## config.mk

```make
export PLATFORM = sky130hd
export DESIGN_NAME = led_pattern_seq
export DESIGN_NICKNAME = d
export VERILOG_FILES = /design/src/rtl/led_pattern_seq.sv
export SDC_FILE = /design/constraint.sdc
export NUM_CORES = 1
export LEC_CHECK = 0
export ABC_AREA = 1
export BUFFER_PORTS_ARGS = -buffer_cell sky130_fd_sc_hd__buf_2
export CORE_ASPECT_RATIO = 2
export CORE_MARGIN = 4
export CORE_UTILIZATION = 30
export CTS_CLUSTER_SIZE = 12
export DETAILED_ROUTE_END_ITERATION = 16
export PLACE_DENSITY = 0.52
export REMOVE_ABC_BUFFERS = 1
export SETUP_SLACK_MARGIN = 0.02
export SLEW_MARGIN = 20
export SYNTH_ARGS = -nofsm -noshare
export SYNTH_HDL_FRONTEND = slang
export SYNTH_SLANG_ARGS = --single-unit
```

## constraint.sdc

```tcl
create_clock -name sys_clk -period 4.4 [get_ports sys_clk]
set_input_delay 0 -clock sys_clk [delete_from_list [all_inputs] [get_ports sys_clk]]
set_output_delay 0 -clock sys_clk [all_outputs]
set_load 0.02 [all_outputs]
```

## src/rtl/led_pattern_seq.sv

```systemverilog
// LED pattern sequencer: divides sys_clk down to a step rate and advances an LED_W-bit
// pattern per step in up, down, ping-pong or walking-one mode.
module led_pattern_seq #(
    parameter int CLK_HZ  = 24_000_000,
    parameter int STEP_HZ = 2,
    parameter int LED_W   = 3,
    parameter int LAST    = 6
) (
    input  logic             sys_clk,
    input  logic             rst,
    input  logic             en,
    input  logic [1:0]       mode,
    input  logic             step_in,
    output logic [LED_W-1:0] led,
    output logic             tick,
    output logic             wrap
);

    localparam int DIV = CLK_HZ / STEP_HZ;
    localparam int CW  = $clog2(DIV);
    localparam logic [CW-1:0]    TC     = CW'(DIV - 1);
    localparam logic [CW-1:0]    CNT1   = CW'(1);
    localparam logic [LED_W-1:0] LAST_V = LED_W'(LAST);
    localparam logic [LED_W-1:0] ONE    = LED_W'(1);
    localparam logic [LED_W-1:0] ZERO   = '0;

    typedef enum logic [1:0] {M_UP = 2'b00, M_DOWN = 2'b01, M_PING = 2'b10, M_WALK = 2'b11} mode_t;

    logic [CW-1:0]    cnt;
    mode_t            mode_q;
    mode_t            mode_in;
    logic             dir_dn;
    logic             tc, step;
    logic [LED_W-1:0] led_nxt, led_inc, led_dec, seed;
    logic             dir_nxt, wrap_nxt, one_hot;

    assign mode_in = mode_t'(mode);
    assign tc      = en && (cnt == TC);
    // Coincident prescaler and manual requests collapse into a single step.
    assign step    = tc | step_in;
    assign led_inc = led + ONE;
    assign led_dec = led - ONE;
    assign one_hot = (led != ZERO) && ((led & led_dec) == ZERO);

    always_comb begin
        seed = ZERO;
        case (mode_in)
            M_DOWN:  seed = LAST_V;
            M_WALK:  seed = ONE;
            default: seed = ZERO;
        endcase
    end

    // Out-of-range values reload the seed instead of stepping, without flagging wrap.
    always_comb begin
        led_nxt  = led;
        dir_nxt  = dir_dn;
        wrap_nxt = 1'b0;
        case (mode_q)
            M_UP: begin
                if (led > LAST_V) led_nxt = ZERO;
                else if (led == LAST_V) begin
                    led_nxt  = ZERO;
                    wrap_nxt = 1'b1;
                end else led_nxt = led_inc;
            end
            M_DOWN: begin
                if (led > LAST_V) led_nxt = LAST_V;
                else if (led == ZERO) begin
                    led_nxt  = LAST_V;
                    wrap_nxt = 1'b1;
                end else led_nxt = led_dec;
            end
            M_PING: begin
                if (led > LAST_V) begin
                    led_nxt = ZERO;
                    dir_nxt = 1'b0;
                end else if ((!dir_dn && led != LAST_V) || (dir_dn && led == ZERO)) begin
                    led_nxt = led_inc;
                    dir_nxt = (led_inc == LAST_V);
                end else begin
                    led_nxt  = led_dec;
                    dir_nxt  = (led_dec != ZERO);
                    wrap_nxt = (led == ONE);
                end
            end
            default: begin
                if (!one_hot) led_nxt = ONE;
                else if (led[LED_W-1]) begin
                    led_nxt  = ONE;
                    wrap_nxt = 1'b1;
                end else led_nxt = {led[LED_W-2:0], 1'b0};
            end
        endcase
    end

    always_ff @(posedge sys_clk or posedge rst) begin
        if (rst) begin
            cnt    <= '0;
            led    <= '0;
            dir_dn <= 1'b0;
            mode_q <= M_UP;
            tick   <= 1'b0;
            wrap   <= 1'b0;
        end else if (mode_in != mode_q) begin
            mode_q <= mode_in;
            led    <= seed;
            cnt    <= '0;
            dir_dn <= 1'b0;
            tick   <= 1'b0;
            wrap   <= 1'b0;
        end else begin
            if (en) cnt <= tc ? '0 : cnt + CNT1;
            tick <= tc;
            if (step) begin
                led    <= led_nxt;
                dir_dn <= dir_nxt;
                wrap   <= wrap_nxt;
            end else begin
                wrap   <= 1'b0;
            end
        end
    end

endmodule

```

Word-level counts from Yosys, hierarchy flattened
Index checks and enable logic that the tools add are counted.
Widths: inputs -> output; s select.
{"block": "totals", "register_bits": 32, "word_cells": 69, "out_inout_bits": 5}
{"block": "op_classes", "eq_ne": 10, "bitwise": 2, "n_lt_le_gt_ge": 1, "muxes": 32, "n_reduce_logical": 15, "addsub": 3}
{"op": "$mux 24", "count": 3}
{"op": "$mux 3", "count": 10}
{"op": "$add 24x1->24 const B", "count": 1}
{"op": "$eq 24x24->1 const B", "count": 1}
{"op": "$mux 1", "count": 16}
{"op": "$pmux 3 s3", "count": 1}
{"op": "$eq 3x3->1 const B", "count": 2}
{"op": "$logic_not 3->1", "count": 2}
{"op": "$pmux 3 s2", "count": 1}
{"op": "$reduce_bool 2->1", "count": 3}
{"op": "$reduce_bool 3->1", "count": 2}
{"op": "$eq 2x1->1 const B", "count": 2}
{"op": "$eq 2x2->1 const B", "count": 2}
{"op": "$logic_and 1x1->1", "count": 4}
{"op": "$add 3x1->3 const B", "count": 1}
{"op": "$and 3x3->3", "count": 1}
{"op": "$eq 3x1->1 const B", "count": 1}
{"op": "$gt 3x3->1 const B", "count": 1}
{"op": "$ne 3x3->1 const B", "count": 1}
{"op": "$pmux 1 s3", "count": 1}
{"op": "$sub 3x1->3 const B", "count": 1}
{"op": "$logic_not 2->1", "count": 1}
{"op": "$ne 2x2->1", "count": 1}
{"op": "$reduce_and 2->1", "count": 1}
{"op": "other kinds (3)", "count": 3}

Logic depth before layout (Yosys ltp)
Gate-level depths: netlist (run 1).
{"block": "logic_depth", "word_depth": 8, "depth_mapped": 12, "depth_no_buf": 12}

Worst setup path after synthesis (run 1)
OpenSTA, ideal clock, no wires.
{"block": "synth_timing", "kind": "register to register", "start": "register led[0]", "end": "register led[2]", "n_path_buf": 0, "synth_period_minus_slack_ns": 1.669, "stages_incl_launch_ff": 12, "path_slack_ns": 2.731, "setup_ns": 0.073, "arrival_time_ns": 1.596, "cell_sequence": "dfrtp_1 -> inv_1 -> ha_1 -> inv_1 -> ha_1 -> nand3_1 -> nand3_1 -> nand2_1 -> nand2_1 -> nand2_1 -> nand2_1 -> a21oi_2"}
{"block": "synth_between", "elab_chain_cells": 8, "elab_cells_between_ends": 23, "cone_classes": "add/sub: 2; order compare: 1; eq/ne: 2; mux: 10; bitwise: 1; reduce/logical: 7"}
{"element": "from (decl)", "line": "14", "rtl": "output logic [LED_W-1:0] led,"}
{"element": "from (signal assigned)", "line": "116", "rtl": "led <= led_nxt;"}
{"element": "$sub 3x1->3 (tied with other cells)", "line": "42", "rtl": "assign led_dec = led - ONE;"}
{"element": "$and 3x3->3 / $logic_and 1x1->1 (equally long branches)", "line": "43, 78"}
{"element": "$logic_not 3->1 / $logic_or 1x1->1 (equally long branches)", "line": "43, 78"}
{"element": "$logic_and 1x1->1 / $mux 3 (equally long branches)", "line": "43, 78"}
{"element": "$mux 3, on equally long branches", "line": "88, 75"}
{"element": "$pmux 3 s3 (*)", "line": "59", "rtl": "case (mode_q)"}
{"element": "$mux 3 (*)", "line": "115", "rtl": "if (step) begin"}
{"element": "$mux 3 (*)", "line": "105", "rtl": "end else if (mode_in != mode_q) begin"}
Mark *: on every way between the ends. The rest lies on a longest branch, timed or not. The select of a mux whose other input is x is not followed.
A chain may end at the register's enable or synchronous reset.

Final worst setup path (run 1)
Ends and elaborated chain as after synthesis.

==> results.py, run 1 <==
metrics = {
    "setup_path": {
        "critPathLaunch": "led[0]",
        "end_kind": "flip-flop",
        "r2r_end": "led[2]",
        "r2r_slack_ns": 2.59,
        "critPathMaxFanout": 6,
        "arrival_ns": 1.98,
        "startpoint_type": "flip-flop",
        "critical_path.endpoint": "led[2]",
        "crit_required_ns": 4.57,
        "worstRegToRegCells": 11,
        "regToRegStartpoint": "led[0]",
        "crit_type": "reg2reg",
    },
    "logic_synthesis": {
        "syn_area_per_cell_sq_um": 7.194,
        "synth_top_area_share": 0.3274,
        "ys_seq_area_frac": 0.3274,
        "synth_edf_count": 0,
        "synth-seq-cells": 32,
        "synth_cell_types": 38,
        "ys_warn_count": 0,
        "synth_ff_type": "dfrtp_1",
        "netlist_area_sq_mm": 0.002446,
        "synthTopCellsByArea": "dfrtp_1, nand2_1, nand3_1",
        "syn_inst": 340,
        "async_flop_share": 1.000,
        "synth.largest_area_cell": "dfrtp_1",
    },
    "finish": {
        "final_cell_mix": "nand2_1, inv_1, nor2_1",
        "antennaDiodeCount": 0,
        "fill_cells": 864,
        "final_layout_size_suffix_gt1_frac": 0.1521,
        "post-route-util": 0.3477,
        "nets": 372,
        "final_common_cell": "nand2_1",
        "areaGrowthSynthToFinish_pct": 12.89,
    },
    "power_and_ir_drop": {
        "p_leak_nw": 1.340,
        "p_int_w": 0.0005922,
        "vdd.ir_drop.worst_uv": 170.0,
        "power_frac_seq": 0.374,
        "combPwrFrac": 0.193,
        "p_switching_w": 0.0002488,
        "clock_power_share": 0.433,
        "powerDensity_mw_per_mm2": 304.5,
        "switching_share": 0.2959,
    },
    "route": {
        "routedWlPerCell_um": 14.84,
        "drcViolationCount": 0,
        "drtPass1Iterations": 4,
        "ant_nets": 0,
        "drt_iter0_drc": 69,
        "vias_per_cell": 4.905,
        "vias": 2212,
        "wl_um": 6692,
    },
    "clocking": {
        "tritoncts.num_buffers": 5,
        "post-cts-setup-buffer-count": 0,
        "cts_root_buf": "clkbuf_16",
        "clk_pin_slew_ns": 0.05,
        "clock_latency_ns": 0.28,
        "htree_levels": 2,
        "cts.sinks": 32,
        "cts_tree": "done",
        "cts_max_path_buffers": 2,
    },
    "run": {
        "max_cap_viol_count": 0,
    },
    "die": {
        "core_area_sq_mm": 0.007943,
        "start_util": 0.3080,
        "boundaryPins": 11,
        "die_w_um": 71.85,
        "die_y_um": 135.7,
        "rows": 46,
        "die_area_sq_mm": 0.009750,
    },
    "place": {
        "routabilityCongestion": 0.9726,
        "port_buffers": 10,
        "dp_hpwl_um": 5302,
    },
    "timing": {
        "rsz0062_at_grt": "false",
        "finalCritPeriodShare": 0.4111,
        "worstMarginPinSlew_ns": 0.4343,
        "setup_viol": 0,
        "fin_setup_tns_ns": 0,
        "report.final.slew_viol_count": 0,
        "fin_skew_ns": 0.004002,
        "slew_headroom": 0.7105,
        "post-route-min-period_ns": 1.809,
        "hold_viol_final": 0,
        "max_freq_mhz": 552.8,
    },
    "min_path": {
        "min_path_type": "in2reg",
    },
    "status": {
        "status": "complete, no violations",
    },
    "global_route": {
        "grt-ovfl-total": 0,
        "grt_max_degree": 33,
        "grt_pass1_wl_um": 10940,
        "use_met3": 0.02155,
        "grtUsageMet2": 0.2935,
        "top_usage_layer": "met2",
        "grt_util_met1": 0.1367,
        "grt_pass1_vias": 2231,
        "antenna_found_initial": 0,
        "grt_usage": 0.1500,
    },
}
==> worst max-delay path, cell delays in order, from the launching register on <==
cell and delay [ns]:
dfrtp_1 0.45, inv_1 0.15, ha_1 0.16, inv_1 0.06, ha_1 0.32, nand3_1 0.09, a21oi_1 0.14, nand2_1 0.07
nand2_1 0.09, nand2_1 0.06, nand2_1 0.07, a21oi_2 0.05
==> per-stage QoR <==
stage / area [sq um] / worst slack, ns / hold slack, ns / total power, W / cells
2_1_floorplan: 2401 / 2.730 / 0.03143 / 0.0004311 / 334
3_3_place_gp: 2579 / 2.618 / 0.1245 / 0.0004843 / 441
3_5_place_dp: 2579 / 2.597 / 0.1300 / 0.0004817 / 441
4_1_cts: 2761 / 2.588 / 0.09688 / 0.0008561 / 451
5_1_grt: 2761 / 2.419 / 0.1156 / 0.0008833 / 451
6_report: 2761 / 2.591 / 0.1039 / 0.0008410 / 451
==> worst min-delay path by stage <==
stage | from | endpoint | slack (ns) | cells after the start
2_1_floorplan | mode[0] | mode_q[0] | 0.03 | 0
3_3_place_gp | rst | cnt[20] | 0.12 | 3
3_5_place_dp | rst | cnt[20] | 0.13 | 3
4_1_cts | en | cnt[23] | 0.1 | 3
5_1_grt | en | cnt[23] | 0.12 | 3
6_report | en | cnt[23] | 0.10 | 3
==> state kept, by name, summed over array words and instances (netlist names) <==
register and flops:
cnt 24, led 3, mode_q 2, dir_dn 1, tick 1, wrap 1
==> area by class of cell <==
| cell class | instances | area (sq um) | share of cell area |
|---|---|---|---|
| multi-input cells | 254 | 1414 | 0.5120 |
| flip-flops and latches | 32 | 800.8 | 0.2900 |
| inverters | 48 | 186.4 | 0.06751 |
| clock buffers | 7 | 152.6 | 0.05528 |
| well taps | 96 | 120.1 | 0.04350 |
| repair buffers | 14 | 87.58 | 0.03172 |
==> synthesized netlist by cell type (all sizes together) (2+ instances only) <==
| library cell | count |
|---|---|
| buf | 5 |
| dfrtp | 32 |
| nor3 | 11 |
| o21ai | 14 |
| nand3 | 35 |
| xnor2 | 3 |
| a211oi | 2 |
| inv | 46 |
| nand2 | 92 |
| nand3b | 2 |
| nand4 | 12 |
| nor2 | 47 |
| xor2 | 3 |
| ha | 11 |
| a21oi | 17 |
| clkinv | 2 |
| a31oi | 2 |
==> metal layers <==
layer | up-vias | share of wire
met5 | - | 0
met2 | 53 | 0.59
met1 | 1009 | 0.33
met3 | 25 | 0.026
met4 | 0 | 0.061
li1 | 1125 | -
==> cells by family after synthesis <==
group,share of synthesized area
buffers and inverters,0.09462
flip-flops,0.3274
AND/OR/NAND/NOR,0.4067
adder cells (fa/ha/maj),0.05627
AO/OA/AOI/OAI,0.08747
XOR/XNOR,0.02762
==> power groups by stage <==
stage          Combinational (W)  Clock [W]  Sequential (W)
3_3_place_gp            0.000165          0        0.000319
5_1_grt                 0.000184   0.000383        0.000316
6_report                0.000162   0.000364        0.000314
2_1_floorplan           0.000108          0        0.000323
3_5_place_dp            0.000162          0        0.000319
4_1_cts                 0.000165   0.000377        0.000314
==> timing repair <==
item / in CTS / in global routing
gates resized for setup: 0 / 0
hold endpoints to repair: 34 / 0
hold buffers: 3 / 0
setup endpoints to repair: 0 / 0
No activity file was read; power rests on OpenSTA's default activity.
==> run 2: changes to the inputs <==
==> constraint.sdc (replaced) <==
create_clock -name sys_clk -period 1.8 [get_ports sys_clk]
set_input_delay 0 -clock sys_clk [delete_from_list [all_inputs] [get_ports sys_clk]]
set_output_delay 0 -clock sys_clk [all_outputs]
set_load 0.02 [all_outputs]
==> results.py, run 2 (synthesis results as in run 1) <==
metrics = {
    "finish": {
        "reg_top3": "cnt (24), led (3), mode_q (2)",
        "final_common_cell": "nand2_1",
        "final_cell_mix": "nand2_1, inv_1, nor2_1",
        "fill_cells": 851,
        "regMostFlops": "cnt",
        "final_layout_size_suffix_gt1_frac": 0.2005,
        "areaGrowthSynthToFinish_pct": 16.88,
        "antennaDiodeCount": 0,
        "largest_reg_flops": 24,
        "nets": 380,
        "multi_input_area_sq_mm": 0.001454,
        "post-route-util": 0.3600,
        "regArea_sq_um": 802.0,
    },
    "clocking": {
        "tritoncts.num_buffers": 5,
        "cts_max_path_buffers": 2,
        "htree_levels": 2,
        "cts.sinks": 32,
        "cts_root_buf": "clkbuf_16",
        "clk_pin_slew_ns": 0.05,
        "clock_latency_ns": 0.28,
        "cts_tree": "done",
    },
    "power_and_ir_drop": {
        "powerDensity_mw_per_mm2": 724.3,
        "p_leak_nw": 1.381,
        "vdd.ir_drop.worst_uv": 587.3,
    },
    "route": {
        "drcViolationCount": 0,
        "wl_um": 6884,
        "drtPass1Iterations": 5,
        "drt_iter0_drc": 61,
        "ant_nets": 0,
        "vias_per_cell": 4.978,
        "vias": 2290,
        "routedWlPerCell_um": 14.97,
    },
    "place": {
        "port_buffers": 10,
        "dpl_worst_slack_ns": -0.005699,
        "dp_hpwl_um": 5381,
        "routabilityCongestion": 0.9535,
    },
    "min_path": {
        "hold_depth": 3,
        "hold_start": "en",
        "min_path_type": "in2reg",
        "worstHoldEndpoint": "cnt[21]",
    },
    "die": {
        "die_area_sq_mm": 0.009750,
        "die_y_um": 135.7,
        "start_util": 0.3080,
        "boundaryPins": 11,
        "core_area_sq_mm": 0.007943,
        "rows": 46,
        "die_w_um": 71.85,
    },
    "timing": {
        "hold_ws_ns": 0.1172,
        "fin_setup_tns_ns": 0,
        "post-route-min-period_ns": 1.669,
        "hold_viol_final": 0,
        "rsz0062_at_grt": "true",
        "worstMarginPinSlew_ns": 0.4313,
        "report.final.slew_viol_count": 0,
        "slew_headroom": 0.7125,
        "fin_skew_ns": 0.002974,
        "fin_ws_ns": 0.1312,
        "finalCritPeriodShare": 0.9271,
        "setup_viol": 0,
        "max_freq_mhz": 599.2,
    },
    "setup_path": {
        "critPathLaunch": "cnt[0]",
        "critPathMaxFanout": 10,
        "crit_type": "reg2reg",
        "startpoint_type": "flip-flop",
        "regToRegStartpoint": "cnt[0]",
        "r2r_end": "cnt[10]",
        "arrival_ns": 1.83,
        "end_kind": "flip-flop",
        "r2r_slack_ns": 0.13,
        "crit_required_ns": 1.97,
        "worstRegToRegCells": 9,
    },
    "status": {
        "status": "complete, no violations",
    },
    "global_route": {
        "grt_max_degree": 33,
        "grt_pass1_vias": 2397,
        "grt_usage": 0.1548,
        "antenna_found_initial": 0,
        "grt-ovfl-total": 0,
        "grt_pass1_wl_um": 11460,
    },
    "run": {
        "max_cap_viol_count": 0,
    },
}
## run 2: timing repair
action / 4_1_cts / 5_1_grt
resized for setup: 1 / 10
pin swaps: 0 / 1
buffers inserted: 0 / 3
hold buffers: 3 / 0
setup endpoints to repair: 1 / 8
endpoints found under the hold margin: 34 / 0
## run 2: worst max-delay path by stage
stage / end / slack [ns]
final: cnt[10] / 0.13
after global routing: led[2] / 0.02
after CTS: cnt[12] / 0.03
after detailed placement: led[0] / -0.006
after global placement: led[0] / -0.002
after floorplan: led[2] / 0.13
## run 2: power by group
| part | switching, W | internal (W) |
|---|---|---|
| registers | 0.0000282 | 0.000739 |
| logic | 0.000290 | 0.000161 |
| clock network | 0.000308 | 0.000544 |
| total | 0.000626 | 0.00144 |
## run 2: routing by layer
metal,vias up,wire [um],share of wire,global-route usage
li1,1147,-,-,-
met3,29,163,0.024,0.02452
met1,1060,2299,0.33,0.1325
met5,-,0,0,0
met2,54,3967,0.58,0.3023
met4,0,453,0.066,0.1172
## run 2: critical path: stages, from the launching register on
cell and delay, ns:
dfrtp_1 0.39, ha_1 0.18, nand2_1 0.09, nor2_2 0.17, nand2_4 0.09, nor2_2 0.15
nand2_4 0.11, nand2_8 0.14, buf_4 0.15, nor3_1 0.06
## run 2: area by class of cell
cell class                      instances  share of cell area
Sequential cell                        32              0.2805
Tap cell                               96             0.04201
Clock buffer                            6             0.04858
Clock inverter                          2            0.003501
Inverter                               48             0.06521
Multi-Input combinational cell        254              0.5085
Timing Repair Buffer                   22             0.05164
## run 2: stage by stage
step	power (W)	area (sq um)	std cells
floorplan	0.001054	2401	334
global placement	0.001192	2616	446
detailed placement	0.001189	2616	446
CTS	0.002076	2800	457
global route	0.002189	2859	460
finish	0.002071	2859	460
==> run 3: changes to the inputs <==
--- a/config.mk
+++ b/config.mk
@@ -12,7 +12,6 @@
 export CORE_UTILIZATION = 30
 export CTS_CLUSTER_SIZE = 12
 export DETAILED_ROUTE_END_ITERATION = 16
-export PLACE_DENSITY = 0.52
 export REMOVE_ABC_BUFFERS = 1
 export SETUP_SLACK_MARGIN = 0.02
 export SLEW_MARGIN = 20
==> results.py, run 3 (synthesis results as in run 1) <==
metrics = {
    "status": {
        "status": "complete, no violations",
    },
    "setup_path": {
        "crit_required_ns": 1.97,
        "regToRegStartpoint": "led[1]",
        "startpoint_type": "flip-flop",
        "crit_type": "reg2reg",
        "critPathMaxFanout": 5,
        "worstRegToRegCells": 11,
        "r2r_end": "led[2]",
        "end_kind": "flip-flop",
        "arrival_ns": 1.81,
        "r2r_slack_ns": 0.15,
    },
    "clocking": {
        "clk_pin_slew_ns": 0.05,
        "cts.sinks": 32,
        "cts_tree": "done",
        "htree_levels": 2,
        "tritoncts.num_buffers": 5,
        "cts_max_path_buffers": 2,
        "cts_root_buf": "clkbuf_16",
        "clock_latency_ns": 0.28,
    },
    "timing": {
        "post-route-min-period_ns": 1.646,
        "setup_viol": 0,
        "fin_setup_tns_ns": 0,
        "report.final.slew_viol_count": 0,
        "max_freq_mhz": 607.5,
        "rsz0062_at_grt": "false",
        "worstMarginPinSlew_ns": 0.4396,
        "fin_ws_ns": 0.1540,
        "hold_viol_final": 0,
        "slew_headroom": 0.7069,
        "fin_skew_ns": 0.003985,
        "finalCritPeriodShare": 0.9144,
    },
    "min_path": {
        "hold_depth": 3,
        "min_path_type": "in2reg",
        "hold_start": "en",
        "worstHoldEndpoint": "cnt[23]",
    },
    "route": {
        "drcViolationCount": 0,
        "wl_um": 6682,
        "routedWlPerCell_um": 14.56,
        "vias": 2322,
        "drt_iter0_drc": 117,
        "drtPass1Iterations": 4,
        "vias_per_cell": 5.059,
        "ant_nets": 0,
    },
    "die": {
        "die_y_um": 135.7,
        "rows": 46,
        "die_w_um": 71.85,
        "die_area_sq_mm": 0.009750,
        "start_util": 0.3080,
        "core_area_sq_mm": 0.007943,
        "boundaryPins": 11,
    },
    "finish": {
        "final_common_cell": "nand2_1",
        "antennaDiodeCount": 0,
        "final_layout_size_suffix_gt1_frac": 0.1846,
        "nets": 379,
        "largest_reg_flops": 24,
        "areaGrowthSynthToFinish_pct": 16.57,
        "final_cells": 459,
        "reg_top3": "cnt (24), led (3), mode_q (2)",
        "final_cell_mix": "nand2_1, inv_1, nor2_1",
        "regMostFlops": "cnt",
    },
    "global_route": {
        "grt_pass1_vias": 2486,
        "grt-ovfl-total": 0,
        "antenna_found_initial": 0,
        "grt_pass1_wl_um": 11430,
        "grt_usage": 0.1531,
        "grt_max_degree": 33,
    },
    "run": {
        "max_cap_viol_count": 0,
    },
    "place": {
        "dp_hpwl_um": 5258,
        "routabilityCongestion": 0.9479,
        "port_buffers": 10,
        "dpl_worst_slack_ns": 0.05853,
        "dp_cells": 446,
    },
    "power_and_ir_drop": {
        "powerDensity_mw_per_mm2": 721.8,
        "vdd.ir_drop.worst_uv": 444.4,
        "p_leak_nw": 1.382,
    },
}
run 3: critical path, stage by stage (launching register included):
cell and delay, ns:
dfrtp_1 0.43, inv_2 0.10, ha_1 0.14, inv_1 0.04, ha_1 0.33, nand3_1 0.09
a21oi_1 0.14, nand2_1 0.06, nand2_1 0.06, nand2_1 0.05, nand2_1 0.06, a21oi_2 0.05
run 3: final cells by class:
cell class / count / area [sq um]
inverters: 48 / 186.4
clock buffers: 6 / 138.9
fillers: 864 / 5091
repair buffers: 21 / 152.6
flip-flops and latches: 32 / 800.8
clock inverters: 2 / 10.01
well taps: 96 / 120.1
multi-input cells: 254 / 1443
run 3: timing repair:
action	in CTS	in global routing
setup endpoints to repair	0	8
setup buffers	0	2
hold buffers	3	0
resized for setup	0	7
endpoints found under the hold margin	34	0
run 3: worst max path at each step:
stage	startpoint	end	slack [ns]
6_report	led[1]	led[2]	0.15
4_1_cts	cnt[0]	cnt[12]	0.04
2_1_floorplan	led[0]	led[2]	0.13
3_5_place_dp	cnt[0]	cnt[12]	0.06
3_3_place_gp	cnt[0]	cnt[12]	0.11
5_1_grt	led[0]	led[1]	0.02
run 3: metal layers:
metal	wire length, um	part of all wire	global-route usage
met1	2240	0.34	0.1392
met2	3749	0.56	0.2869
met3	178	0.027	0.02229
met4	514	0.077	0.1245
met5	0	0	0
run 3: report_power, final:
group,internal (W),switching [W]
registers,0.000739,0.0000231
logic,0.000158,0.000292
clock network,0.000544,0.000302
run 3: through the flow:
step,power [W],cell area [sq um],utilization,hold slack (ns)
after floorplan,0.001054,2401,-,0.03143
after global placement,0.001196,2616,0.3294,0.1161
after detailed placement,0.001196,2616,0.3294,0.1230
after CTS,0.002073,2795,0.3519,0.09586
after global routing,0.002165,2851,0.3590,0.1405
final,0.002058,2851,0.3590,0.09984
